[src/rtl/coin_classifier.sv]
// Coin pulse-width classifier: measures sensor-high width, matches it against per-coin windows, flags jams.
// Optional running credit total is compiled in with COIN_CREDIT_EN; without it credit reads 0.
module coin_classifier #(
    parameter int                            NUM_COINS   = 3,
    parameter int                            CNT_W       = 8,
    parameter logic [NUM_COINS*CNT_W-1:0]    MIN_TABLE   = {8'd10, 8'd6, 8'd2},
    parameter logic [NUM_COINS*CNT_W-1:0]    MAX_TABLE   = {8'd12, 8'd8, 8'd4},
    parameter int                            VALUE_W     = 8,
    parameter logic [NUM_COINS*VALUE_W-1:0]  VALUE_TABLE = {8'd25, 8'd5, 8'd10},
    parameter int                            CREDIT_W    = 12,
    parameter int                            JAM_LIMIT   = 255,
    parameter int                            IDX_W       = (NUM_COINS > 1) ? $clog2(NUM_COINS) : 1
) (
    input  logic                 clk,
    input  logic                 reset,
    input  logic                 coinSensor,
    input  logic                 creditClear,
    output logic                 coinValid,
    output logic [IDX_W-1:0]     coinIndex,
    output logic [NUM_COINS-1:0] coinDetected,
    output logic                 coinReject,
    output logic                 jam,
    output logic [CREDIT_W-1:0]  credit
);

    typedef enum logic [1:0] {SETTLE, IDLE, MEASURE, JAM} state_t;

    localparam logic [CNT_W-1:0] JAM_CNT = CNT_W'(JAM_LIMIT);

    state_t               state_q, state_d;
    logic [CNT_W-1:0]     count_q, count_d;
    logic                 valid_q, reject_q, jam_q;
    logic [IDX_W-1:0]     index_q;
    logic [NUM_COINS-1:0] detected_q;

    logic                 hit, miss;
    logic                 match_vld;
    logic [IDX_W-1:0]     match_idx;
    logic [VALUE_W-1:0]   match_val;

    // Scan downwards so the lowest matching index is the one left standing.
    always_comb begin
        match_vld = 1'b0;
        match_idx = '0;
        match_val = '0;
        for (int i = NUM_COINS - 1; i >= 0; i--) begin
            if (count_q >= MIN_TABLE[i*CNT_W +: CNT_W] &&
                count_q <= MAX_TABLE[i*CNT_W +: CNT_W]) begin
                match_vld = 1'b1;
                match_idx = IDX_W'(i);
                match_val = VALUE_TABLE[i*VALUE_W +: VALUE_W];
            end
        end
    end

    always_comb begin
        state_d = state_q;
        count_d = count_q;
        hit     = 1'b0;
        miss    = 1'b0;
        case (state_q)
            SETTLE: begin
                if (!coinSensor) state_d = IDLE;
            end
            IDLE: begin
                if (coinSensor) begin
                    count_d = CNT_W'(1);
                    state_d = (JAM_CNT == CNT_W'(1)) ? JAM : MEASURE;
                end
            end
            MEASURE: begin
                if (coinSensor) begin
                    count_d = count_q + CNT_W'(1);
                    if (count_d == JAM_CNT) state_d = JAM;
                end else begin
                    hit     = match_vld;
                    miss    = !match_vld;
                    state_d = IDLE;
                end
            end
            JAM: begin
                if (!coinSensor) state_d = IDLE;
            end
            default: state_d = SETTLE;
        endcase
    end

    always_ff @(posedge clk) begin
        if (reset) begin
            state_q    <= SETTLE;
            count_q    <= '0;
            valid_q    <= 1'b0;
            reject_q   <= 1'b0;
            jam_q      <= 1'b0;
            index_q    <= '0;
            detected_q <= '0;
        end else begin
            state_q    <= state_d;
            count_q    <= count_d;
            valid_q    <= hit;
            reject_q   <= miss;
            jam_q      <= (state_d == JAM);
            detected_q <= hit ? (NUM_COINS'(1) << match_idx) : '0;
            if (hit) index_q <= match_idx;
        end
    end

`ifdef COIN_CREDIT_EN
    logic [CREDIT_W-1:0] credit_q, credit_d;
    logic [CREDIT_W-1:0] credit_base;
    logic [CREDIT_W:0]   credit_sum;

    // Clear is applied before the add, so a coin landing with a clear leaves just its own value.
    always_comb begin
        credit_base = creditClear ? '0 : credit_q;
        credit_sum  = {1'b0, credit_base} + {{(CREDIT_W + 1 - VALUE_W){1'b0}}, match_val};
        credit_d    = credit_base;
        if (hit) credit_d = credit_sum[CREDIT_W] ? '1 : credit_sum[CREDIT_W-1:0];
    end

    always_ff @(posedge clk) begin
        if (reset) credit_q <= '0;
        else       credit_q <= credit_d;
    end

    assign credit = credit_q;
`else
    logic unused_credit_inputs;
    assign unused_credit_inputs = ^{creditClear, match_val};
    assign credit = '0;
`endif

    assign coinValid    = valid_q;
    assign coinReject   = reject_q;
    assign coinIndex    = index_q;
    assign coinDetected = detected_q;
    assign jam          = jam_q;

endmodule

[config.mk]
export PLATFORM = sky130hd
export DESIGN_NAME = coin_classifier
export DESIGN_NICKNAME = d
export VERILOG_FILES = /design/src/rtl/coin_classifier.sv
export SDC_FILE = /design/constraint.sdc
export NUM_CORES = 1
export LEC_CHECK = 0
export CAP_MARGIN = 20
export CORE_MARGIN = 4
export CORE_UTILIZATION = 50
export CTS_CLUSTER_DIAMETER = 100
export CTS_CLUSTER_SIZE = 16
export DETAILED_ROUTE_END_ITERATION = 8
export PLACE_DENSITY_LB_ADDON = 0.12
export SLEW_MARGIN = 10
export SYNTH_ARGS = -nofsm -noshare
export SYNTH_HDL_FRONTEND = slang
export SYNTH_SLANG_ARGS = --single-unit
[constraint.sdc]
create_clock -name clk -period 4.6 [get_ports clk]
set_clock_uncertainty 0.15 [all_clocks]
set_input_delay 0.92 -clock clk [delete_from_list [all_inputs] [get_ports clk]]
set_output_delay 0.92 -clock clk [all_outputs]
set_load 0.03 [all_outputs]
==> results.md <==
* Seq/Total Area, Yosys at 0.323
* Vias/cell at roughly 5.3
* # DRC at 0
* Final TNS setup at 0 ps
* Worst-path cell chain: clkdlybuf4s50_1
* Site row count at 16
* RSZ-0062 raised after global routing: no
* Unique cell type count in the Yosys netlist at 32
* Initial Utilization at 0.546
* Clock Tree Buf Depth at 2
* Layout Cells excl Fill at ~170
* # clock sinks at 18
* Chip Height at 55.2 um
* CORE AREA at 2040 um2
* Initial antenna violation count at 0
* DRT iter0 DRCs at 28
* Worst path slowest cell: clkdlybuf4s50_1
* Post-CTS Resized at 0
* Status: finished, final reports clean
* Root Buffer: clkbuf_4
* Worst-case reg-to-reg path depth at 6
* Placer Congestion at 0.862
* Worst slack, placed at 1970 ps
* CP Buf/Inv Count at 1
* CTS Buf Count at 3
* Core Util, Final at 0.591
* Largest net degree at the start of global routing at 15
* Area grow syn2layout at 8.31%
* Io pins at 24
* DR vias at slightly above 900
* Fill cells at 194
* # port buffers at 10
* DP Area at ~1200 um2
* Final Hold Vio Count at 0
* Largest stage delay, worst path at between 600 and 700 ps
* Max_cap viols at 0
* Worst Hold Depth at 2
* Peak supply drop at approximately 160 uV
* FMAX at about 0.42 GHz
* Ys Warns at 0
* Vias in the first global route at 776
* Number of synthesized flops with an enable pin at 0
* Placed cell count at 170
* Worst Tran Pin Value at 612 ps
* TritonCTS clock tree: done
* CP Launch Type: register
* Max Slew Vio Count at 0
* FFs w/ async S/R, synth at 0
* Critical path type: reg2out
* Htree depth at 1
* Post-CTS Setup Bufs at 0
* Final nets at 158
* FF+latch count, synth at 18
* Min Tclk post-route at ~2400 ps
* Clk_lat worst skew at 290 ps
* WP depth at 1
* Cells after Synth at 140
* Synthesized cell area at 1110 um2
* Mapped Avg Cell Area at 7.96 um2
* Final setup fails at 0
* Setup slack after layout at 2210 ps
* Critical path fanouts, max at 2
* Final total power at about 0.32 mW
* Tot GR Track Use at 0.136
* Dominant synthesized flop cell: dfxtp_1
* DP HPWL at 1.48 mm
* Die X-Extent at approximately 55 um
* Static Leak at 0.433 nW
* Largest delay share family, worst path: buffers and inverters
* Antenna-violating nets left at 0
* Slew HR at 0.589
* Worst-path clk slew at 100 ps
* Cell Pwr Density at 265 nW/um2
* Storage element area at around 360 um2
* Fraction of layout cells with a size suffix above 1 at 0.0680
* Worst Setup End Kind: output pin
* WP data arrival at 1320 ps
* DRT Wirelength at 2.02 mm
* Multi-input logic area at 654 um2
* DR pass1 iterations at 4
* # hold bufs at CTS at 0
* Final Cycle Share at 0.519
* Diodes inserted at 0
* GRT overflow at 0
* Routed len/inst at 11.6 um
* Die area at 3050 um2
* First-pass GRT wire length at 3.39 mm
* Min Hold Slack at 347 ps
* Min-delay worst type: reg2reg
* Final Cell Area at around 1200 um2
* Worst EP required at 3530 ps
[kinds of logic (layout without fill, tap and decap cells)]
| logic type | count (synthesis) | count (layout) | synth area share |
|---|---|---|---|
| adder cells (fa/ha/maj) | 6 | 6 | 0.0673 |
| other | 1 | 12 | 0.00336 |
| multiplexers | 3 | 3 | 0.0303 |
| flip-flops | 18 | 18 | 0.323 |
| buffers and inverters | 24 | 20 | 0.127 |
| XOR/XNOR | 4 | 4 | 0.0314 |
| AO/OA/AOI/OAI | 31 | 31 | 0.176 |
| AND/OR/NAND/NOR | 53 | 53 | 0.241 |
[sequential cells by signal, indices dropped and copies added, names as in the netlist]
register and flops:
coinValid 1, coinIndex 2, state_q 2, coinReject 1, jam 1, coinDetected 3
count_q 8
[routing by layer]
metal	global-route usage	wire length, um	vias to the layer above
met4	0.0694	44	0
met5	0	0	-
met2	0.206	891	42
li1	-	-	474
met3	0.0443	155	8
met1	0.171	924	402
[cell type report]
class	instances	share of cell area
Tap cell	27	0.0280
Inverter	6	0.0187
Clock buffer	4	0.0301
Sequential cell	18	0.298
Timing Repair Buffer	10	0.0829
Multi-Input combinational cell	109	0.542
[cell usage after synthesis (4+ instances only)]
library cell  instances  share of area
a21oi_1               7          0.031
a22oi_1               7          0.047
buf_4                13          0.088
dfxtp_1              18           0.32
ha_1                  6          0.067
inv_1                 6          0.020
nand2_1               9          0.030
nand2b_1              5          0.028
nand3_1               7          0.031
nor2_1               17          0.057
nor2b_1               4          0.022
o21ai_0              10          0.045
[final timing paths]
check	start	endpoint	slack [ps]
max	coinIndex[1]	coinIndex[1]	2210
min	coinIndex[0]	coinIndex[0]	350
max reg2reg	count_q[1]	jam	2500
min reg2reg	coinIndex[0]	coinIndex[0]	350
[report_power, final]
part | internal, mW | switching (mW)
sequential | 0.160 | 0.00364
combinational | 0.0196 | 0.0416
clock | 0.0483 | 0.0476
total | 0.228 | 0.0928
[layout by cell type (no fill, tap or decap), types with 2 or more instances in the layout]
master            n
nor2_1           17
clkbuf_4          3
a41oi_1           2
clkdlybuf4s50_1  10
ha_1              6
o21ai_0          10
mux2_2            3
a22oi_1           7
nand2_1           9
inv_1             6
xor2_1            3
a21oi_1           7
nand4_1           2
nor2b_1           4
nand2b_1          5
conb_1           12
nand3_1           7
dfxtp_1          18
nor3_1            3
Power figures use the tool's default switching activity.
